<file path="config.mk">
export PLATFORM = sky130hd
export DESIGN_NAME = mac_iter_unit_flat
export DESIGN_NICKNAME = d
export VERILOG_FILES = /design/src/rtl/mac_iter_unit_if.sv /design/src/rtl/mac_iter_unit.sv /design/src/flat_wrapper.sv
export SDC_FILE = /design/constraint.sdc
export NUM_CORES = 2
export LEC_CHECK = 0
export BUFFER_PORTS_ARGS = -buffer_cell sky130_fd_sc_hd__buf_2
export CAP_MARGIN = 25
export CORE_MARGIN = 8
export CORE_UTILIZATION = 35
export CTS_CLUSTER_SIZE = 40
export DETAILED_ROUTE_END_ITERATION = 7
export GPL_ROUTABILITY_DRIVEN = 1
export PLACE_DENSITY = 0.5
export SKIP_LAST_GASP = 1
export SLEW_MARGIN = 30
export SYNTH_ARGS = -nofsm -noshare
export SYNTH_HDL_FRONTEND = slang
export SYNTH_SLANG_ARGS = --single-unit
export TNS_END_PERCENT = 100
</file>
<file path="constraint.sdc">
create_clock -name clk -period 10.3 [get_ports clk]
set_input_delay 0.515 -clock clk [delete_from_list [all_inputs] [get_ports clk]]
set_output_delay 0.515 -clock clk [all_outputs]
set_load 0.01 [all_outputs]
</file>
<file path="src/rtl/mac_iter_unit_if.sv">
// Execute-stage request/response bundle between the integer datapath and the
// iterative MAC unit. The datapath side drives requests, the unit answers.
interface mac_iter_unit_if #(
    parameter int XLEN = 64
);
    logic            ValidE;
    logic [1:0]      OpE;
    logic [XLEN-1:0] SrcAE;
    logic [XLEN-1:0] SrcBE;
    logic            StallE;
    logic            FlushE;
    logic            BusyE;
    logic            DoneE;
    logic [XLEN-1:0] MacResultE;

    // Datapath / pipeline side of the link
    modport master (
        output ValidE, OpE, SrcAE, SrcBE, StallE, FlushE,
        input  BusyE, DoneE, MacResultE
    );

    // MAC unit side of the link
    modport slave (
        input  ValidE, OpE, SrcAE, SrcBE, StallE, FlushE,
        output BusyE, DoneE, MacResultE
    );
endinterface

</file>
<file path="src/rtl/mac_iter_unit.sv">
// Iterative multiply-accumulate responder for the Execute stage.
// A MAC request latches its operands, retires BPC multiplier bits per cycle
// into a partial product, folds the partial into the accumulator, then
// presents the accumulator until the pipeline takes it. CLR and RD answer
// in a single cycle. Only the low XLEN bits of every product are kept, so
// signed and unsigned operands give the same result.
module mac_iter_unit #(
    parameter int XLEN = 64,
    parameter int BPC  = 4
) (
    input  logic          clk,
    input  logic          reset,
    mac_iter_unit_if.slave bus
);

    localparam int N  = XLEN / BPC;
    localparam int CW = (N > 1) ? $clog2(N) : 1;
    localparam int SW = (XLEN > 1) ? $clog2(XLEN) : 1;
    localparam logic [CW-1:0] LAST_COUNT = CW'(N - 1);

    typedef enum logic [1:0] {
        IDLE,
        MUL,
        ACC,
        DONE
    } state_t;

    state_t          stateQ, stateD;
    logic [XLEN-1:0] aQ, aD;
    logic [XLEN-1:0] bQ, bD;
    logic [XLEN-1:0] partialQ, partialD;
    logic [CW-1:0]   countQ, countD;
    logic [XLEN-1:0] accQ, accD;

    logic            accept;
    logic [XLEN-1:0] digitProd;
    logic [SW-1:0]   shiftAmt;

    // A request is taken only when it is present and not being flushed away.
    assign accept = bus.ValidE & ~bus.FlushE;

    // Product of the multiplicand with the current low multiplier digit,
    // weighted by the digit's position in the original multiplier.
    assign digitProd = aQ * {{(XLEN - BPC){1'b0}}, bQ[BPC-1:0]};
    assign shiftAmt  = SW'(countQ) * SW'(BPC);

    // State and datapath registers; reset discards any work in flight.
    always_ff @(posedge clk or posedge reset) begin
        if (reset) begin
            stateQ   <= IDLE;
            aQ       <= '0;
            bQ       <= '0;
            partialQ <= '0;
            countQ   <= '0;
            accQ     <= '0;
        end else begin
            stateQ   <= stateD;
            aQ       <= aD;
            bQ       <= bD;
            partialQ <= partialD;
            countQ   <= countD;
            accQ     <= accD;
        end
    end

    // Next-state and datapath update: flush always wins over stall, and a
    // flush during ACC suppresses the accumulator write.
    always_comb begin
        stateD   = stateQ;
        aD       = aQ;
        bD       = bQ;
        partialD = partialQ;
        countD   = countQ;
        accD     = accQ;

        case (stateQ)
            IDLE: begin
                if (accept) begin
                    case (bus.OpE)
                        2'b00: begin
                            aD       = bus.SrcAE;
                            bD       = bus.SrcBE;
                            partialD = '0;
                            countD   = '0;
                            stateD   = MUL;
                        end
                        2'b01: begin
                            accD   = '0;
                            stateD = DONE;
                        end
                        default: begin
                            stateD = DONE;
                        end
                    endcase
                end
            end
            MUL: begin
                if (bus.FlushE) begin
                    stateD = IDLE;
                end else begin
                    partialD = partialQ + (digitProd << shiftAmt);
                    bD       = bQ >> BPC;
                    countD   = countQ + CW'(1);
                    if (countQ == LAST_COUNT) begin
                        stateD = ACC;
                    end
                end
            end
            ACC: begin
                if (bus.FlushE) begin
                    stateD = IDLE;
                end else begin
                    accD   = accQ + partialQ;
                    stateD = DONE;
                end
            end
            DONE: begin
                if (bus.FlushE || !bus.StallE) begin
                    stateD = IDLE;
                end
            end
            default: begin
                stateD = IDLE;
            end
        endcase
    end

    // Handshake outputs: busy freezes the pipeline from the accept cycle
    // onward, and the result is only driven while DONE is held.
    always_comb begin
        bus.BusyE      = (stateQ == MUL) || (stateQ == ACC) ||
                         ((stateQ == IDLE) && accept);
        bus.DoneE      = (stateQ == DONE);
        bus.MacResultE = (stateQ == DONE) ? accQ : '0;
    end

endmodule

</file>
<file path="src/flat_wrapper.sv">
// flat-port wrapper written by rule: the top's interface ports become plain ports
module mac_iter_unit_flat 
#(
    parameter int XLEN = 64,
    parameter int BPC  = 4
)
  (clk, reset, bus_ValidE, bus_OpE, bus_SrcAE, bus_SrcBE, bus_StallE, bus_FlushE, bus_BusyE, bus_DoneE, bus_MacResultE);
  mac_iter_unit_if #(.XLEN(XLEN)) bus_i ();
  input  logic clk;
  input  logic reset;
  input wire logic [$bits(bus_i.ValidE)-1:0] bus_ValidE;
  input wire logic [$bits(bus_i.OpE)-1:0] bus_OpE;
  input wire logic [$bits(bus_i.SrcAE)-1:0] bus_SrcAE;
  input wire logic [$bits(bus_i.SrcBE)-1:0] bus_SrcBE;
  input wire logic [$bits(bus_i.StallE)-1:0] bus_StallE;
  input wire logic [$bits(bus_i.FlushE)-1:0] bus_FlushE;
  output wire logic [$bits(bus_i.BusyE)-1:0] bus_BusyE;
  output wire logic [$bits(bus_i.DoneE)-1:0] bus_DoneE;
  output wire logic [$bits(bus_i.MacResultE)-1:0] bus_MacResultE;
  assign bus_i.ValidE = bus_ValidE;
  assign bus_i.OpE = bus_OpE;
  assign bus_i.SrcAE = bus_SrcAE;
  assign bus_i.SrcBE = bus_SrcBE;
  assign bus_i.StallE = bus_StallE;
  assign bus_i.FlushE = bus_FlushE;
  assign bus_BusyE = bus_i.BusyE;
  assign bus_DoneE = bus_i.DoneE;
  assign bus_MacResultE = bus_i.MacResultE;
  mac_iter_unit #(.XLEN(XLEN), .BPC(BPC)) u_core (.clk(clk), .reset(reset), .bus(bus_i));
endmodule
</file>
* Word level (Yosys, flattened, before mapping)
Index checks and enable logic that the tools add are counted.
** Word-level totals
- Register bits :: 262
- Bits of input ports :: 135
- Output and inout bits :: 66
** Operators by class
- Add/subtract/negate cells :: 3
- Multiply operators :: 1
- Eq/ne operators :: 12
- Shift-type cells :: 1
- Multiplexer cells :: 24
- Bitwise gates (word level) :: 2
- Reductions and logical operators :: 13
** Operators by type and width (number)
- 64-bit 2-to-1 mux :: 10
- 64-bit one-hot mux with 2 select lines :: 3
- 64-bit adder :: 2
- 64-bit by 4-bit multiplier with 64-bit output :: 1
- 64-bit by 6-bit left shift with 64-bit output :: 1
- 2-bit 2-to-1 mux :: 6
- 4-bit 2-to-1 mux :: 3
- 2-bit inequality test, second input constant :: 4
- 2-bit one-hot mux with 4 select lines :: 1
- 4-bit one-hot mux with 2 select lines :: 1
- 4-bit AND reduction :: 2
- 3-bit AND reduction :: 2
- 4-bit by 1-bit adder with 4-bit output, second input constant :: 1
- 2-bit by 1-bit equality test with 1-bit output, second input constant :: 2
- 2-bit equality test, second input constant :: 2
- 4-bit equality test, second input constant :: 1
- 2-bit logical NOT :: 2
- 2-bit by 1-bit inequality test with 1-bit output, second input constant :: 2
- 2-bit nonzero test :: 2
- 1-bit logical OR :: 3
- 3-bit by 2-bit inequality test with 1-bit output, second input constant :: 1
- 1-bit bitwise AND :: 1
- 1-bit logical AND :: 1
- 1-bit logical NOT :: 1
- 1-bit inverter :: 1

* Logic depth before layout (Yosys ltp)
- Depth in word-level cells :: 5
- Mapped depth :: 37
- Mapped depth without buffers :: 33

* Worst setup path before layout
OpenSTA, ideal clock, no wires.
- Kind :: register to register
- Start point :: register u_core.bQ[1]
- End point :: register u_core.partialQ[62]
- Library setup time :: 0.121 ns
- Arrival :: 7.515 ns
- Path slack :: 2.664 ns
- Stages on the path, launching flop included :: 36
- Period minus slack after synthesis :: 7.636 ns
- Path through :: dfrtp_1 clkbuf_1 clkbuf_1 and2_1 fa_1 inv_1 fa_1 inv_1 ha_1 a2111oi_0 o21ai_0 nand4_1 nand4b_1 a311oi_1 xnor2_1 nand2_1 nand2_1 mux2i_1 nor2_1 a21oi_1 nor2_1 ha_1 clkbuf_1 nand2_1 o21ai_0 o211ai_1 a21oi_1 o21a_1 a41oi_4 o311a_4 o41a_1 o41a_4 o31ai_4 a21oi_2 xnor2_1 a22o_1
** Between the ends
- Word-level cells in the longest chain between the ends :: 5
** Ends and longest elaborated chain
- from (decl) :: RTL line mac_iter_unit.sv:30 : logic [XLEN-1:0] bQ, bD;
- from (signal assigned) :: RTL line mac_iter_unit.sv:52 : bQ <= '0;
- from (signal assigned) :: RTL line mac_iter_unit.sv:59 : bQ <= bD;
- 64-bit by 4-bit multiplier with 64-bit output :: RTL line mac_iter_unit.sv:44 : assign digitProd = aQ * {{(XLEN - BPC){1'b0}}, bQ[BPC-1:0]};
- 64-bit by 6-bit left shift with 64-bit output :: RTL line mac_iter_unit.sv:101 : partialD = partialQ + (digitProd << shiftAmt);
- 64-bit adder :: RTL line mac_iter_unit.sv:101
- 64-bit 2-to-1 mux :: RTL line mac_iter_unit.sv:98 : if (bus.FlushE) begin
- 64-bit one-hot mux with 2 select lines :: RTL line mac_iter_unit.sv:76 : case (stateQ)
- to (signal assigned) :: RTL line mac_iter_unit.sv:60 : partialQ <= partialD;
- to (decl) :: RTL line mac_iter_unit.sv:31 : logic [XLEN-1:0] partialQ, partialD;
Every way passes these cells. The select of a mux whose other input is x is not followed.
A chain may end at the register's enable or synchronous reset.

* Worst setup path in the final report
- Start point :: register u_core.bQ[3]
- End point :: register u_core.partialQ[62]
Same word-level chain as after synthesis.

==> impl_metrics.xml <==
<?xml version="1.0" encoding="UTF-8"?>
<metrics>
  <group name="routing">
    <metric name="drcViolationCount" unit="">15</metric>
    <metric name="drt-pass1-iter-count" unit="">8</metric>
    <metric name="antenna_violating_nets_left" unit="">0</metric>
    <metric name="routed-via-count" unit="">23800</metric>
    <metric name="detail_route.wirelength" unit="mm">81.1</metric>
    <metric name="avgRoutedWirePerCell" unit="um">18.4</metric>
    <metric name="avgViaCountPerCell" unit="">5.40</metric>
    <metric name="drt_iter0_markers" unit="">1778</metric>
  </group>
  <group name="cts">
    <metric name="h-tree-depth" unit="">2</metric>
    <metric name="post-cts-setup-buffer-count" unit="">0</metric>
    <metric name="root_buffer" unit="">clkbuf_16</metric>
    <metric name="cts.repair.resized" unit="">0</metric>
    <metric name="cts_tree" unit="">built</metric>
    <metric name="cts_max_path_buffers" unit="">3</metric>
    <metric name="cts_hold_buffers" unit="">0</metric>
    <metric name="clk_pin_slew_worst_paths" unit="ns">0.06</metric>
    <metric name="cts-buffers-inserted" unit="">36</metric>
    <metric name="clk-insertion-delay-late" unit="ns">0.56</metric>
    <metric name="clock_sink_count" unit="">262</metric>
  </group>
  <group name="final_layout">
    <metric name="syn_to_final_growth" unit="%">11.2</metric>
    <metric name="antenna_cells" unit="">0</metric>
    <metric name="final_common_cell" unit="">inv_1</metric>
    <metric name="final_net_count" unit="">3796</metric>
    <metric name="finalInstanceArea" unit="sq mm">0.0307</metric>
    <metric name="final_cell_mix" unit="">inv_1, nand2_1, dfrtp_1</metric>
    <metric name="fillers" unit="">8276</metric>
    <metric name="post_route_cells_drive_above_1_share" unit="%">11.9</metric>
  </group>
  <group name="logic_synthesis">
    <metric name="post_synth_inst_count" unit="">3263</metric>
    <metric name="synth_top_area_share" unit="%">23.7</metric>
    <metric name="postSynth.asyncResetShare" unit="%">100</metric>
    <metric name="ys.warnings.count" unit="">0</metric>
    <metric name="ys_seq_area_share" unit="%">23.7</metric>
    <metric name="synth_cell_type_count" unit="">90</metric>
    <metric name="yosys.area.top_type" unit="">dfrtp_1</metric>
    <metric name="synth-seq-cells" unit="">262</metric>
    <metric name="synth_enable_flop_cells" unit="">0</metric>
    <metric name="dominantRegCellSynth" unit="">dfrtp_1</metric>
    <metric name="synth.cell_area" unit="sq mm">0.0276</metric>
    <metric name="synth_nets" unit="">3723</metric>
    <metric name="syn-mean-instance-area" unit="sq um">8.47</metric>
    <metric name="synth_top_cells_by_area" unit="">dfrtp_1, ha_1, fa_1, and2_1, inv_1</metric>
  </group>
  <group name="power_and_ir_drop">
    <metric name="power.clock.fraction" unit="%">12.2</metric>
    <metric name="combinationalPowerShare" unit="%">70.1</metric>
    <metric name="p_total" unit="uW">10800</metric>
    <metric name="power.net_switching" unit="uW">5710</metric>
    <metric name="power_per_cell_area" unit="mW/mm^2">353</metric>
    <metric name="share_seq_of_total_power" unit="%">17.7</metric>
    <metric name="leakage" unit="uW">0.0156</metric>
    <metric name="vdd_ir_drop_max" unit="uV">174</metric>
    <metric name="p_int" unit="uW">5140</metric>
    <metric name="p_sw_share" unit="%">52.7</metric>
  </group>
  <group name="sta">
    <metric name="hold_viol" unit="">0</metric>
    <metric name="finalSetupViolations" unit="">0</metric>
    <metric name="finalCriticalPeriod" unit="ns">8.72</metric>
    <metric name="timing.clock.skew" unit="ns">0.0231</metric>
    <metric name="final.setup.worst_slack" unit="ns">1.58</metric>
    <metric name="timing.slew.headroom" unit="%">43.1</metric>
    <metric name="setup_tns" unit="ns">0</metric>
    <metric name="grt_setup_unrepaired" unit="">no</metric>
    <metric name="maximum_clock_frequency" unit="MHz">115</metric>
    <metric name="timing.final.crit_share" unit="%">84.7</metric>
    <metric name="timing_worst_slew_pin_value" unit="ns">0.832</metric>
    <metric name="finalMaxSlewViolations" unit="">0</metric>
  </group>
  <group name="global_routing">
    <metric name="grt-ovfl-total" unit="">0</metric>
    <metric name="number_of_global_route_vias_before_repair" unit="">23600</metric>
    <metric name="grt_antenna_before_repair" unit="">0</metric>
    <metric name="grt_use_met2" unit="%">28.7</metric>
    <metric name="gr-usage-met3" unit="%">2.11</metric>
    <metric name="grt_start_max_net_pins" unit="">114</metric>
    <metric name="globalRoute.busiestLayer" unit="">met2</metric>
    <metric name="gr_layer_usage_met1" unit="%">25.2</metric>
    <metric name="grt.total_usage" unit="%">17.8</metric>
    <metric name="grt_pass1_wl" unit="mm">132</metric>
  </group>
  <group name="setup_path">
    <metric name="timing.critical_path.from" unit="">u_core.bQ[3]</metric>
    <metric name="register_to_register_setup_slack" unit="ns">1.58</metric>
    <metric name="critical_path_peak_fanout" unit="">57</metric>
    <metric name="r2r_start" unit="">u_core.bQ[3]</metric>
    <metric name="required" unit="ns">10.74</metric>
    <metric name="cp.arrival" unit="ns">9.16</metric>
    <metric name="max_stage_delay" unit="ns">0.74</metric>
    <metric name="endpoint_kind" unit="">register</metric>
    <metric name="cp-start-kind" unit="">register</metric>
    <metric name="r2r_end" unit="">u_core.partialQ[62]</metric>
    <metric name="timing_worst_setup_path_type" unit="">register to register</metric>
    <metric name="timing.reg2reg.worst_path_depth" unit="">33</metric>
    <metric name="timing.critical_path.mode_cell" unit="">nand2_1</metric>
    <metric name="worst_setup_path_endpoint" unit="">u_core.partialQ[62]</metric>
    <metric name="worst_path_max_delay_cell" unit="">a311oi_1</metric>
  </group>
  <group name="floorplanning">
    <metric name="initial_utilization" unit="%">35.1</metric>
    <metric name="die_w" unit="um">297</metric>
    <metric name="num_rows" unit="">103</metric>
    <metric name="fp.dieH" unit="um">297</metric>
    <metric name="core-area" unit="sq mm">0.0786</metric>
    <metric name="fp.dieArea" unit="sq mm">0.0882</metric>
    <metric name="num_io_pins" unit="">201</metric>
  </group>
  <group name="placement">
    <metric name="placed_wire_length_estimate" unit="mm">63.3</metric>
    <metric name="finalWeightedCongestion" unit="">0.910</metric>
    <metric name="io_buffer_count" unit="">200</metric>
    <metric name="pre_cts_ws" unit="ns">1.66</metric>
    <metric name="dpl_cell_area" unit="sq mm">0.0295</metric>
  </group>
  <group name="run_status">
    <metric name="failed_checks" unit="">design-rule violations</metric>
    <metric name="outcome" unit="">finished, violations left</metric>
  </group>
  <group name="flow_run">
    <metric name="drv.max_cap_violation_count" unit="">0</metric>
  </group>
  <group name="min_path">
    <metric name="min_path_type" unit="">input port to async pin</metric>
  </group>
</metrics>
==> synth_stat cells, types with 5 or more instances <==
library cell / number
o22ai_1: 12
a211oi_1: 26
mux2i_1: 48
fa_1: 123
a22oi_1: 10
a221o_1: 5
a21o_1: 109
dfrtp_1: 262
a31o_2: 5
nand3_1: 53
a211o_1: 5
nor2_1: 169
clkbuf_1: 166
a31oi_1: 30
and2_1: 244
a32o_1: 5
o21bai_1: 39
o31ai_1: 13
nor2b_1: 26
nand4_1: 38
or2_2: 6
nor3_1: 34
a22o_1: 128
inv_1: 318
ha_1: 202
o21a_1: 18
xor2_1: 62
and4_1: 5
nor4_1: 6
a21oi_1: 237
and3_1: 20
o221ai_1: 5
nand2b_1: 25
o211ai_1: 26
or3_1: 9
a222oi_1: 61
a221oi_1: 13
buf_1: 14
xnor2_1: 114
mux2_2: 72
o21ai_0: 138
nand2_1: 274
==> power groups by stage <==
| stage | combinational [uW] | sequential, uW | clock, uW |
|---|---|---|---|
| 2_1_floorplan | 5730 | 1690 | 0 |
| 4_1_cts | 7580 | 1930 | 1380 |
| 3_5_place_dp | 7540 | 1950 | 0 |
| 5_1_grt | 8460 | 1990 | 1410 |
| 6_report | 7600 | 1920 | 1330 |
| 3_3_place_gp | 7590 | 1950 | 0 |
==> cell type report <==
cell class	instances	area (sq um)	area share [%]
Clock buffer	48	1020	3.31
Tap cell	1050	1310	4.28
Multi-Input combinational cell	2494	19200	62.6
Timing Repair Buffer	222	1180	3.84
Sequential cell	262	6560	21.4
Inverter	320	1210	3.93
Clock inverter	14	224	0.729
==> metal layers <==
layer  routed length (um)  up-vias
met4                 2230        0
met3                 3180      115
met1                38800    11500
met2                36900      516
met5                    0        -
li1                     -    11700
==> cell families (layout without fill, tap and decap cells) <==
group / after synthesis / after routing / share of synthesized area [%]
DFF: 262 / 262 / 23.7
xor gates and xnor gates: 176 / 176 / 5.58
muxes: 124 / 124 / 5.00
and+or+nand+nor: 926 / 926 / 16.7
adders and majority gates: 325 / 325 / 18.1
AOI/OAI and AO/OA: 943 / 943 / 24.0
buffers and inverters: 507 / 604 / 6.95
==> stage by stage <==
stage / utilization [%] / std cells / hold slack [ns]
after floorplan: - / 3263 / 0.457
after global placement: 37.5 / 4348 / 0.478
after detailed placement: 37.5 / 4348 / 0.478
after CTS: 39.1 / 4410 / 0.103
after global routing: 39.1 / 4410 / 0.154
final: 39.1 / 4410 / 0.0814
==> state kept, by name (all words and copies together) (netlist names) <==
name             count
u_core.partialQ     64
u_core.aQ           64
u_core.accQ         64
u_core.bQ           64
u_core.countQ        4
u_core.stateQ        2
==> critical path, delay by kind of cell (launching register included) <==
family	cells	cell delay (ns)
flip-flops	1	0.44
buffers and inverters	3	0.40
adder cells (fa/ha/maj)	4	1.74
AND/OR/NAND/NOR	8	1.11
multiplexers	1	0.21
XOR/XNOR	2	0.36
AO/OA/AOI/OAI	15	4.26
==> how the worst min path moves through the flow <==
stage                   from            end  slack, ns  depth (start not counted)
2_1_floorplan  u_core.bQ[57]  u_core.bQ[57]       0.46                          2
3_3_place_gp   u_core.bQ[54]  u_core.bQ[54]       0.48                          2
3_5_place_dp    u_core.bQ[2]   u_core.bQ[2]       0.48                          2
4_1_cts                reset   u_core.aQ[0]       0.10                          2
5_1_grt                reset   u_core.aQ[0]       0.15                          2
6_report               reset   u_core.aQ[8]       0.08                          2
(Power assumes the default switching activity.)
